File: config.mk
export PLATFORM = sky130hd
export DESIGN_NAME = ped_request_ctrl
export DESIGN_NICKNAME = d
export VERILOG_FILES = /design/src/rtl/ped_request_ctrl.sv
export SDC_FILE = /design/constraint.sdc
export NUM_CORES = 1
export LEC_CHECK = 0
export ABC_AREA = 0
export BUFFER_PORTS_ARGS = -buffer_cell sky130_fd_sc_hd__buf_2
export CORE_MARGIN = 4
export CORE_UTILIZATION = 50
export DETAILED_ROUTE_END_ITERATION = 10
export PLACE_DENSITY = 0.73
export SLEW_MARGIN = 15
export SYNTH_ARGS = -nofsm -noshare
export SYNTH_HDL_FRONTEND = slang
export SYNTH_SLANG_ARGS = --single-unit
File: constraint.sdc
create_clock -name clk -period 3 [get_ports clk]
set_input_delay 0.6 -clock clk [delete_from_list [all_inputs] [get_ports clk]]
set_output_delay 0.6 -clock clk [all_outputs]
set_load 0.02 [all_outputs]
File: src/rtl/ped_request_ctrl.sv
// ped_request_ctrl: debounced pedestrian key to pending-request level for the traffic-light controller
module ped_request_ctrl #(
  parameter int DEBOUNCE_CYCLES = 500000,
  parameter int BLINK_CYCLES = 12500000
) (
  input  logic       clk,
  input  logic       reset,
  input  logic       btn_n,
  input  logic [1:0] light_state,
  input  logic       req_ack,
  output logic       ped_req,
  output logic       btn_level,
  output logic       wait_led,
  output logic [3:0] press_count
);
  localparam int DW = $clog2(DEBOUNCE_CYCLES + 1);
  localparam int BW = $clog2(BLINK_CYCLES);
  typedef enum logic [1:0] {IDLE, PENDING, SERVED} state_t;
  state_t state, state_nx;
  logic btn_meta, btn_sync, btn_level_q, press, green;
  logic [DW-1:0] db_cnt;
  logic [BW-1:0] blink_cnt;
  assign press = btn_level & ~btn_level_q;
  assign green = light_state == 2'b00;
  // two-flop synchroniser on the inverted, active-low key
  always_ff @(posedge clk or posedge reset)
    if (reset) {btn_sync, btn_meta} <= '0;
    else {btn_sync, btn_meta} <= {btn_meta, ~btn_n};
  // level follows the synchronised key only after an unbroken run of mismatching cycles
  always_ff @(posedge clk or posedge reset)
    if (reset) begin
      db_cnt <= '0;
      btn_level <= 1'b0;
    end else if (btn_sync == btn_level) db_cnt <= '0;
    else if (db_cnt == DW'(DEBOUNCE_CYCLES - 1)) begin
      db_cnt <= '0;
      btn_level <= btn_sync;
    end else db_cnt <= db_cnt + 1'b1;
  // previous debounced level, used to detect the rising edge of a press
  always_ff @(posedge clk or posedge reset)
    if (reset) btn_level_q <= 1'b0;
    else btn_level_q <= btn_level;
  // request state register
  always_ff @(posedge clk or posedge reset)
    if (reset) state <= IDLE;
    else state <= state_nx;
  // ack outranks a light change, which outranks a press
  always_comb begin
    state_nx = state;
    unique case (state)
      IDLE: if (press && green) state_nx = PENDING;
      PENDING: state_nx = req_ack ? SERVED : (green ? PENDING : IDLE);
      SERVED: if (green) state_nx = IDLE;
      default: state_nx = IDLE;
    endcase
  end
  // registered request level and saturating count of accepted requests
  always_ff @(posedge clk or posedge reset)
    if (reset) begin
      ped_req <= 1'b0;
      press_count <= '0;
    end else begin
      ped_req <= state_nx == PENDING;
      if (state == IDLE && state_nx == PENDING && press_count != 4'hf) press_count <= press_count + 1'b1;
    end
  // wait indicator lights on entry to PENDING, then toggles every BLINK_CYCLES
  always_ff @(posedge clk or posedge reset)
    if (reset) begin
      blink_cnt <= '0;
      wait_led <= 1'b0;
    end else if (state_nx != PENDING) begin
      blink_cnt <= '0;
      wait_led <= 1'b0;
    end else if (state != PENDING) begin
      blink_cnt <= '0;
      wait_led <= 1'b1;
    end else if (blink_cnt == BW'(BLINK_CYCLES - 1)) begin
      blink_cnt <= '0;
      wait_led <= ~wait_led;
    end else blink_cnt <= blink_cnt + 1'b1;
endmodule

==> impl_metrics.json, run 1 <==
{
  "row_count": 26,
  "slew-limit-headroom_pct": 51.9,
  "route.final.wire_length_mm": 4.75,
  "post_synth_num_cell_types": 34,
  "clock_tree.root_cell": "sky130_fd_sc_hd__clkbuf_8",
  "worst-slew-pin-transition_ns": 0.719,
  "synth_area_leaders": "sky130_fd_sc_hd__dfrtp_1 52%, sky130_fd_sc_hd__xnor2_1 5.0%, sky130_fd_sc_hd__nor2_1 4.8%",
  "setup_viol": 0,
  "cts_num_sinks": 55,
  "fin_crit_ns": 2.20,
  "place_congestion": 0.769,
  "fp.dieH_um": 80.6,
  "clkPwrFrac_pct": 42.3,
  "coreArea_um2": 5110,
  "flow.area_growth_from_synthesis_pct": 10.2,
  "netlist.top_cell.by_area": "sky130_fd_sc_hd__dfrtp_1",
  "pin_count": 13,
  "rsz0062_at_grt": "no",
  "floorplan.initialDensity_pct": 51.5,
  "synth_area_per_cell_um2": 10.0,
  "crit_chain": "or4_1 -> or4_4 -> o21ai_4 -> nor2_1",
  "seqPwrFrac_pct": 55.3,
  "die_area_um2": 6490,
  "number_of_global_route_vias_before_repair": 1880,
  "status": "finished, final reports clean",
  "finalCritPeriodShare_pct": 73.3,
  "timing.reg2reg.setup_slack_ns": 0.80,
  "synthesis.instances": 263,
  "setup_bufs_post_cts": 0,
  "tritoncts": "built",
  "area_of_all_placed_cells_without_fillers_um2": 2900,
  "timing.critical_path.required_ns": 3.17,
  "numCtsBuffers": 5,
  "totalNegativeSetupSlack_ns": 0,
  "yosys.area.top_type_share_pct": 52.3,
  "drtAntennaViolNets": 0,
  "floorplan.die.width_um": 80.6,
  "upper_clock_frequency_limit_mhz": 455,
  "groute.usage.overall_pct": 16.4,
  "h-tree-depth": 2,
  "power_frac_comb_pct": 2.5,
  "skew_ns": 0.0101,
  "grt_max_degree": 35,
  "hold_path.class": "reg2reg",
  "endpoint_kind": "flop",
  "p_switching_uw": 268,
  "final-max-slew-violation-count": 0,
  "detailedPlacementHpwl_mm": 3.21,
  "grt_pass1_wl_mm": 8.36,
  "p_per_area_nw_per_um2": 467,
  "cts.clk_slew.worst_paths_ns": 0.10,
  "detailedRoute.firstPassIterationCount": 4,
  "crit_path_max_fanout": 18,
  "viasPerCell": 5.42,
  "yosys_warnings": 0,
  "crit_path_max_delay_cell_type": "sky130_fd_sc_hd__or4_4",
  "proportion_of_layout_cells_with_a_drive_suffix_above_1_pct": 11.2,
  "largest_buffer_count_on_any_clock_path": 2,
  "worst_skew_pair.late_latency_ns": 0.30,
  "power_switching_share_pct": 19.8,
  "final_hold_vios": 0,
  "share_of_the_yosys_chip_area_belonging_to_registers_pct": 52.3,
  "netlist_area_um2": 2630,
  "postCtsHoldBufs": 0,
  "drt-initial-drc-count": 118,
  "timing.critical_path.max_delay_family": "simple AND/OR/NAND/NOR gates",
  "num-nets-final": 286,
  "syn_nets": 272,
  "portBuffers": 12,
  "path_class": "reg2reg",
  "cts_resized": 0,
  "detail_route.drc_violations": 0,
  "internal_power_mw": 1.09,
  "routed-via-count": 1886,
  "crit_path_max_incr_delay_ns": 0.55,
  "yosys_register_bits": 55,
  "maxCapViolations": 0,
  "dpl_cell_area_um2": 2760,
  "wire_per_inst_um": 13.6,
  "ir_drop_mv": 0.242,
  "worstSetupStartpointType": "flop",
  "antenna_found_initial": 0,
  "diodes_inserted": 0,
  "timing.critical_path.arrival_ns": 2.37,
  "grt.overflow.total": 0,
  "cp.buffers_inverters": 0,
  "power_leakage_nw": 1.19
}
==> cell families after synthesis <==
family                   share of synthesized area [%]
multiplexers                                      1.28
AO/OA/AOI/OAI                                     8.37
buffers and inverters                             2.33
flip-flops                                        52.3
XOR/XNOR                                          8.98
adder cells (fa/ha/maj)                           1.43
AND/OR/NAND/NOR                                   25.3
==> cells in the final DEF (no fill, tap or decap), drive strengths merged, types with 9 or more instances in the layout <==
| cell type | Yosys | layout |
|---|---|---|
| xnor2 | 15 | 15 |
| nand2 | 20 | 20 |
| buf | 2 | 15 |
| o21ai | 9 | 9 |
| xor2 | 12 | 12 |
| or4 | 11 | 11 |
| nand3 | 19 | 19 |
| dfrtp | 55 | 55 |
| or3 | 10 | 10 |
| a21oi | 16 | 16 |
| nor2 | 34 | 34 |
==> power groups by stage <==
stage	Clock, mW	Sequential (mW)	Combinational, mW
final	0.573	0.749	0.0333
after floorplan	0	0.763	0.0236
after global placement	0	0.764	0.0342
after detailed placement	0	0.764	0.0348
after CTS	0.592	0.749	0.0347
after global routing	0.616	0.750	0.0389
==> worst paths after layout <==
path                            start         end  cells past startpoint
hold reg to reg              btn_meta    btn_sync                      0
setup reg to reg           db_cnt[11]   db_cnt[8]                      4
setup / recovery           db_cnt[11]   db_cnt[8]                      4
min in group asynchronous       reset    btn_meta                      2
max in group asynchronous       reset  db_cnt[15]                      3
hold / removal               btn_meta    btn_sync                      0
==> area by class of cell <==
cell class                      instances  area, um2
Timing Repair Buffer                   15       82.6
Tap cell                               70       87.6
Clock buffer                            5       68.8
Multi-Input combinational cell        194       1190
Inverter                                6       22.5
Clock inverter                          3       67.6
Sequential cell                        55       1380
Fill cell                             454       2210
==> stage by stage <==
| stage | std cells | power, mW | hold WS (ns) | util, % | setup slack [ns] |
|---|---|---|---|---|---|
| floorplan | 263 | 0.787 | 0.331 | - | 0.987 |
| global placement | 340 | 0.798 | 0.334 | 54.1 | 0.859 |
| detailed placement | 340 | 0.799 | 0.339 | 54.1 | 0.823 |
| CTS | 348 | 1.38 | 0.364 | 56.8 | 0.809 |
| global route | 348 | 1.40 | 0.368 | 56.8 | 0.644 |
| finish | 348 | 1.36 | 0.359 | 56.8 | 0.802 |
==> Yosys cell counts <==
cell / number
sky130_fd_sc_hd__a21oi_1: 16
sky130_fd_sc_hd__a22o_1: 1
sky130_fd_sc_hd__a22oi_1: 1
sky130_fd_sc_hd__and2_1: 3
sky130_fd_sc_hd__and3_1: 2
sky130_fd_sc_hd__and3_2: 1
sky130_fd_sc_hd__and4_1: 4
sky130_fd_sc_hd__buf_2: 1
sky130_fd_sc_hd__buf_6: 1
sky130_fd_sc_hd__clkbuf_1: 6
sky130_fd_sc_hd__dfrtp_1: 55
sky130_fd_sc_hd__ha_1: 3
sky130_fd_sc_hd__inv_1: 6
sky130_fd_sc_hd__mux2_2: 3
sky130_fd_sc_hd__nand2_1: 20
sky130_fd_sc_hd__nand3_1: 19
sky130_fd_sc_hd__nand3b_1: 2
sky130_fd_sc_hd__nand4_1: 8
sky130_fd_sc_hd__nor2_1: 34
sky130_fd_sc_hd__nor2b_1: 1
sky130_fd_sc_hd__nor3_1: 1
sky130_fd_sc_hd__nor3b_1: 1
sky130_fd_sc_hd__nor4_1: 5
sky130_fd_sc_hd__nor4b_1: 2
sky130_fd_sc_hd__o21ai_0: 8
sky130_fd_sc_hd__o21ai_4: 1
sky130_fd_sc_hd__o21bai_1: 1
sky130_fd_sc_hd__o31ai_1: 8
sky130_fd_sc_hd__or3_1: 10
sky130_fd_sc_hd__or4_1: 10
sky130_fd_sc_hd__or4_4: 1
sky130_fd_sc_hd__or4b_4: 1
sky130_fd_sc_hd__xnor2_1: 15
sky130_fd_sc_hd__xor2_1: 12
==> state kept, by name, summed over array words and instances, names as in the netlist <==
signal / count
blink_cnt: 24
btn_level: 1
btn_level_q: 1
btn_meta: 1
btn_sync: 1
db_cnt: 19
ped_req: 1
press_count: 4
state: 2
wait_led: 1
==> metal layers <==
metal  GRT usage (%)  wire length (um)  vias to the layer above
met5               0                 0                        -
met4            5.41                31                        0
met3            3.92               146                        2
met2            26.7              2300                       23
met1            21.5              2270                      898
li1                -                 -                      963
No activity file was read; power rests on OpenSTA's default activity.
==> run 2: changes to the inputs <==
--- a/config.mk
+++ b/config.mk
@@ -5,7 +5,7 @@
 export SDC_FILE = /design/constraint.sdc
 export NUM_CORES = 1
 export LEC_CHECK = 0
-export ABC_AREA = 0
+export ABC_AREA = 1
 export BUFFER_PORTS_ARGS = -buffer_cell sky130_fd_sc_hd__buf_2
 export CORE_MARGIN = 4
 export CORE_UTILIZATION = 50
==> constraint.sdc (replaced) <==
create_clock -name clk -period 2.1 [get_ports clk]
set_input_delay 0.42 -clock clk [delete_from_list [all_inputs] [get_ports clk]]
set_output_delay 0.42 -clock clk [all_outputs]
set_load 0.02 [all_outputs]
==> run 2 against run 1 <==
- utilization shrank 1.2 points
- sequential share of layout area shrank 5.4 points
- final area rose by 13%
- total power rose by 27%
- clock skew is 0.0030 ns higher
==> impl_metrics.json, run 2 <==
{
  "setup_bufs_post_cts": 0,
  "power_leakage_nw": 1.47,
  "finalCritPeriodShare_pct": 79.8,
  "numCtsBuffers": 5,
  "pin_count": 13,
  "timing.critical_path.arrival_ns": 1.85,
  "p_per_area_nw_per_um2": 525,
  "skew_ns": 0.0130,
  "maxCapViolations": 0,
  "post_synth_num_cell_types": 24,
  "share_of_the_yosys_chip_area_belonging_to_registers_pct": 45.6,
  "biggestRegsByFlops": "blink_cnt: 24 flops, db_cnt: 19 flops, press_count: 4 flops",
  "synth.most_common_cell": "sky130_fd_sc_hd__nor2_1",
  "netlist.top_cell.by_area": "sky130_fd_sc_hd__dfrtp_1",
  "h-tree-depth": 2,
  "worst-slew-pin-transition_ns": 0.564,
  "fp.dieH_um": 85.7,
  "largest_buffer_count_on_any_clock_path": 2,
  "path_class": "reg2reg",
  "row_count": 28,
  "coreArea_um2": 5890,
  "detailedRoute.firstPassIterationCount": 4,
  "hold_path.class": "in2async",
  "cts_num_sinks": 55,
  "worst_skew_pair.late_latency_ns": 0.31,
  "finalCoreUtilization_pct": 55.6,
  "largest_register": "blink_cnt",
  "postLayoutSetupSlackWorst_ns": 0.424,
  "floorplan.initialDensity_pct": 51.3,
  "upper_clock_frequency_limit_mhz": 597,
  "portBuffers": 12,
  "ir_drop_mv": 0.326,
  "drt-initial-drc-count": 73,
  "postCtsHoldBufs": 0,
  "layout.cells.most_common_list": "87 x sky130_fd_sc_hd__nor2_1, 86 x sky130_fd_sc_hd__nand2_1, 55 x sky130_fd_sc_hd__inv_1, 55 x sky130_fd_sc_hd__dfrtp_1, 29 x sky130_fd_sc_hd__nand3_1",
  "yosys.area.top_type_share_pct": 45.6,
  "diodes_inserted": 0,
  "rsz0062_at_grt": "no",
  "flow.area_growth_from_synthesis_pct": 8.37,
  "worstReg2RegStart": "blink_cnt[0]",
  "route.final.wire_length_mm": 5.64,
  "crit_path_max_fanout": 15,
  "place_congestion": 0.862,
  "synthesis.instances": 398,
  "num-fill-cells": 552,
  "final_hold_vios": 0,
  "asyncSetResetFlopFracSynth_pct": 100,
  "grt_max_degree": 24,
  "syn_nets": 407,
  "setup_viol": 0,
  "num-nets-final": 428,
  "viasPerCell": 4.78,
  "cts_resized": 0,
  "yosys_warnings": 0,
  "floorplan.die.width_um": 85.7,
  "totalNegativeSetupSlack_ns": 0,
  "area_of_all_placed_cells_without_fillers_um2": 3270,
  "fin_crit_ns": 1.68,
  "number_of_global_route_vias_before_repair": 2389,
  "worst_r2r_path_depth": 6,
  "groute.usage.overall_pct": 17.8,
  "endpoint_kind": "flop",
  "critPathCapture": "blink_cnt[12]",
  "tritoncts": "built",
  "detailedPlacementHpwl_mm": 4.30,
  "grt_pass1_wl_mm": 10.6,
  "netlist_area_um2": 3020,
  "grt.overflow.total": 0,
  "proportion_of_layout_cells_with_a_drive_suffix_above_1_pct": 13.3,
  "synth_area_leaders": "sky130_fd_sc_hd__dfrtp_1 46%, sky130_fd_sc_hd__nor2_1 11%, sky130_fd_sc_hd__nand2_1 11%",
  "synth_area_per_cell_um2": 7.59,
  "timing.critical_path.required_ns": 2.28,
  "timing.reg2reg.setup_slack_ns": 0.42,
  "largest_register_ff_count": 24,
  "setup.worst_path.start": "blink_cnt[0]",
  "cts.clk_slew.worst_paths_ns": 0.11,
  "synth.top_cells.by_count": "87 x sky130_fd_sc_hd__nor2_1, 86 x sky130_fd_sc_hd__nand2_1, 56 x sky130_fd_sc_hd__inv_1",
  "placed_cells_incl_taps": 487,
  "clock_tree.root_cell": "sky130_fd_sc_hd__clkbuf_8",
  "worst_r2r_endpoint": "blink_cnt[12]",
  "place_worst_setup_slack_ns": 0.353,
  "antenna_found_initial": 0,
  "dpl_cell_area_um2": 3180,
  "synth-edff-count": 0,
  "wire_per_inst_um": 11.4,
  "slew-limit-headroom_pct": 62.2,
  "final-max-slew-violation-count": 0,
  "layout_commonest_cell": "sky130_fd_sc_hd__nor2_1",
  "worstSetupStartpointType": "flop",
  "detail_route.drc_violations": 0,
  "layout.cells.non_filler": 495,
  "die_area_um2": 7350,
  "routed-via-count": 2364,
  "status": "finished, final reports clean",
  "yosys_register_bits": 55,
  "yosys_most_used_dff": "sky130_fd_sc_hd__dfrtp_1",
  "drtAntennaViolNets": 0
}
run 2: changes by cell type in the layout (fill, tap and decap cells not counted), moves of 6 or more:
cell	delta
sky130_fd_sc_hd__o31ai_1	-7
sky130_fd_sc_hd__nor2_2	+17
sky130_fd_sc_hd__or3_1	-10
sky130_fd_sc_hd__nor2_1	+53
sky130_fd_sc_hd__inv_1	+50
sky130_fd_sc_hd__o21ai_0	-7
sky130_fd_sc_hd__a21oi_1	-7
sky130_fd_sc_hd__xor2_1	+6
sky130_fd_sc_hd__nand3_1	+10
sky130_fd_sc_hd__or4_1	-10
sky130_fd_sc_hd__xnor2_1	-11
sky130_fd_sc_hd__nand2_1	+66
run 2: area by class of cell:
type	instances	area [um2]	share of cell area, %
Sequential cell	55	1380	42.0
Tap cell	75	93.8	2.87
Timing Repair Buffer	16	90.1	2.75
Clock buffer	5	68.8	2.10
Inverter	58	218	6.65
Multi-Input combinational cell	283	1400	42.9
Clock inverter	3	22.5	0.688
run 2: through the flow:
step	power, mW	hold WS (ns)
6_report	1.72	0.103
5_1_grt	1.80	0.132
4_1_cts	1.75	0.113
3_5_place_dp	1.14	0.340
3_3_place_gp	1.14	0.334
2_1_floorplan	1.12	0.331
run 2: logic make-up after synthesis:
group,share of synthesized area [%]
buffers and inverters,7.95
adder cells (fa/ha/maj),1.24
XOR/XNOR,6.92
flip-flops,45.6
AO/OA/AOI/OAI,2.69
AND/OR/NAND/NOR,35.6
run 2: how the worst min path moves through the flow:
stage / endpoint
2_1_floorplan: btn_sync
3_3_place_gp: btn_sync
3_5_place_dp: btn_sync
4_1_cts: btn_sync
5_1_grt: btn_sync
6_report: btn_sync
run 2: power breakdown:
part,total (mW),internal [mW],switching (mW)
clock network,0.600,0.240,0.360
logic,0.0510,0.0148,0.0362
registers,1.07,1.06,0.00406
run 2: per-layer routing:
layer | share of wire [%] | GRT usage [%] | routed length [um]
met3 | 1.8 | 2.88 | 99
met5 | 0 | 0 | 0
met1 | 48 | 22.6 | 2690
met2 | 48 | 30.1 | 2730
met4 | 2.1 | 7.34 | 118
run 2: critical path: stages (launching register included):
cell and delay, ns:
sky130_fd_sc_hd__dfrtp_1 0.40, sky130_fd_sc_hd__ha_1 0.20, sky130_fd_sc_hd__nand2_1 0.08, sky130_fd_sc_hd__nor2_1 0.13
sky130_fd_sc_hd__nand3_2 0.12, sky130_fd_sc_hd__o21ai_4 0.50, sky130_fd_sc_hd__nor2_1 0.10
==> run 3: changes to the inputs <==
==> constraint.sdc (replaced) <==
create_clock -name clk -period 1.6 [get_ports clk]
set_input_delay 0.32 -clock clk [delete_from_list [all_inputs] [get_ports clk]]
set_output_delay 0.32 -clock clk [all_outputs]
set_load 0.02 [all_outputs]
==> run 3 against run 2 <==
- final area increased by 2.9%
- flip-flop and latch count stayed put
- combinational power increased by 41%
- sequential power increased by 31%
- non-clock buffer count is 3 higher
- utilization rose by 1.6 points
- via count rose by 2.4%
- clock skew is 0.0012 ns lower
- worst hold slack better by 0.030 ns
- total power increased by 41%
- worst setup slack worse by 0.32 ns
- register-to-register slack lost 0.32 ns
- highest routed layer unchanged
==> impl_metrics.json, run 3 (same netlist as run 2, synthesis figures left out) <==
{
  "tritoncts": "built",
  "flow.area_growth_from_synthesis_pct": 11.6,
  "finalCritPeriodShare_pct": 93.8,
  "row_count": 28,
  "power_leakage_nw": 1.49,
  "setup_viol": 0,
  "place_worst_setup_slack_ns": 0.0228,
  "whs_endpoint": "btn_meta",
  "worst_r2r_path_depth": 7,
  "timing.reg2reg.setup_slack_ns": 0.1,
  "p_per_area_nw_per_um2": 720,
  "largest_buffer_count_on_any_clock_path": 2,
  "drtAntennaViolNets": 0,
  "grt_pass1_wl_mm": 10.3,
  "antenna_found_initial": 0,
  "floorplan.initialDensity_pct": 51.3,
  "fin_crit_ns": 1.50,
  "fin_hold_ws_ns": 0.133,
  "timing.critical_path.arrival_ns": 1.70,
  "pin_count": 13,
  "setup_bufs_post_cts": 0,
  "h-tree-depth": 2,
  "largest_register": "blink_cnt",
  "numCtsBuffers": 5,
  "skew_ns": 0.0119,
  "clock_tree.root_cell": "sky130_fd_sc_hd__clkbuf_8",
  "detail_route.drc_violations": 0,
  "fp.dieH_um": 85.7,
  "seqPwrFrac_pct": 57.8,
  "final_hold_vios": 0,
  "crit_path_max_fanout": 10,
  "biggestRegsByFlops": "blink_cnt: 24 flops, db_cnt: 19 flops, press_count: 4 flops",
  "status": "finished, final reports clean",
  "internal_power_mw": 1.89,
  "proportion_of_layout_cells_with_a_drive_suffix_above_1_pct": 15.8,
  "die_area_um2": 7350,
  "num-fill-cells": 539,
  "largest_register_ff_count": 24,
  "endpoint_kind": "flop",
  "worst-slew-pin-transition_ns": 0.434,
  "wire_per_inst_um": 11.6,
  "p_switching_uw": 533,
  "worst_r2r_endpoint": "blink_cnt[16]",
  "grt.overflow.total": 0,
  "number_of_global_route_vias_before_repair": 2325,
  "detailedRoute.firstPassIterationCount": 4,
  "clkPwrFrac_pct": 39.3,
  "place_congestion": 0.851,
  "maxCapViolations": 0,
  "dpl_cell_area_um2": 3210,
  "slew-limit-headroom_pct": 71.0,
  "totalNegativeSetupSlack_ns": 0,
  "hold_path.class": "in2reg",
  "ir_drop_mv": 0.456,
  "diodes_inserted": 0,
  "portBuffers": 12,
  "route.final.wire_length_mm": 5.78,
  "cts.clk_slew.worst_paths_ns": 0.10,
  "drt-initial-drc-count": 77,
  "cts_num_sinks": 55,
  "hold_path_depth": 2,
  "floorplan.die.width_um": 85.7,
  "detailedPlacementHpwl_mm": 4.42,
  "postLayoutSetupSlackWorst_ns": 0.0992,
  "num-nets-final": 431,
  "worst_skew_pair.late_latency_ns": 0.31,
  "grt_max_degree": 38,
  "timing.hold.worst.start": "btn_n",
  "upper_clock_frequency_limit_mhz": 666,
  "layout.cells.most_common_list": "83 x sky130_fd_sc_hd__nor2_1, 83 x sky130_fd_sc_hd__nand2_1, 55 x sky130_fd_sc_hd__dfrtp_1, 54 x sky130_fd_sc_hd__inv_1, 29 x sky130_fd_sc_hd__nand3_1",
  "path_class": "reg2reg",
  "power_switching_share_pct": 21.9,
  "worstSetupStartpointType": "flop",
  "groute.usage.overall_pct": 17.5,
  "power_frac_comb_pct": 3.0,
  "area_of_all_placed_cells_without_fillers_um2": 3370,
  "timing.critical_path.required_ns": 1.80,
  "finalCoreUtilization_pct": 57.2,
  "viasPerCell": 4.86,
  "worstReg2RegStart": "blink_cnt[0]",
  "routed-via-count": 2420,
  "coreArea_um2": 5890,
  "final-max-slew-violation-count": 0
}
-- run 3: cell count changes in the layout (fill, tap and decap cells not counted), sizes merged --
cell         previous run  this run
dlygate4sd3             0         1
inv                    59        58
bufinv                  0         1
clkinv                  2         1
buf                    16        18
clkinvlp                0         1
-- run 3: how the worst max path moves through the flow --
stage	slack, ns	cells after the start	from	end
final	0.1	7	blink_cnt[0]	blink_cnt[16]
after global routing	-0.003	10	db_cnt[0]	db_cnt[18]
after CTS	0.02	10	db_cnt[0]	db_cnt[18]
after detailed placement	0.02	8	blink_cnt[0]	blink_cnt[21]
after global placement	0.08	8	blink_cnt[0]	blink_cnt[13]
after floorplan	0.21	7	blink_cnt[0]	blink_cnt[20]
-- run 3: worst max-delay path, cell delays in order, from the launching register on --
cell,delay (ns)
sky130_fd_sc_hd__dfrtp_1,0.40
sky130_fd_sc_hd__ha_2,0.21
sky130_fd_sc_hd__nand2_1,0.07
sky130_fd_sc_hd__nor2_1,0.13
sky130_fd_sc_hd__nand3_2,0.12
sky130_fd_sc_hd__o21ai_4,0.17
sky130_fd_sc_hd__buf_4,0.22
sky130_fd_sc_hd__a21oi_1,0.06
-- run 3: timing repair --
item / 4_1_cts / 5_1_grt
resized for setup: 1 / 10
hold buffers: 1 / 0
endpoints found under the hold margin: 1 / 0
endpoints found under the setup margin: 1 / 10
pin swaps: 0 / 1
-- run 3: cell type report --
cell class              instances  area (um2)  share of cell area, %
multi-input cells             283        1430                   42.6
flip-flops and latches         55        1380                   40.8
inverters                      58         221                   6.57
repair buffers                 19         128                   3.79
well taps                      75        93.8                   2.78
clock buffers                   5        68.8                   2.04
clock inverters                 3        47.5                   1.41
-- run 3: layer usage --
layer / routed length, um / GRT usage (%)
met2: 2850 / 30.8
met1: 2660 / 21.4
met4: 120 / 6.19
met3: 141 / 3.46
met5: 0 / 0
-- run 3: per-stage QoR --
step,std cells,power [mW]
after floorplan,398,1.47
after global placement,489,1.50
after detailed placement,489,1.50
after CTS,498,2.46
after global routing,498,2.52
final,498,2.43
-- run 3: power by group through the flow --
stage	logic, mW	clock network, mW	registers, mW
final	0.0718	0.953	1.40
after global routing	0.0849	1.03	1.40
after global placement	0.0698	0	1.43
after floorplan	0.0417	0	1.43
after detailed placement	0.0711	0	1.43
after CTS	0.0731	0.987	1.40
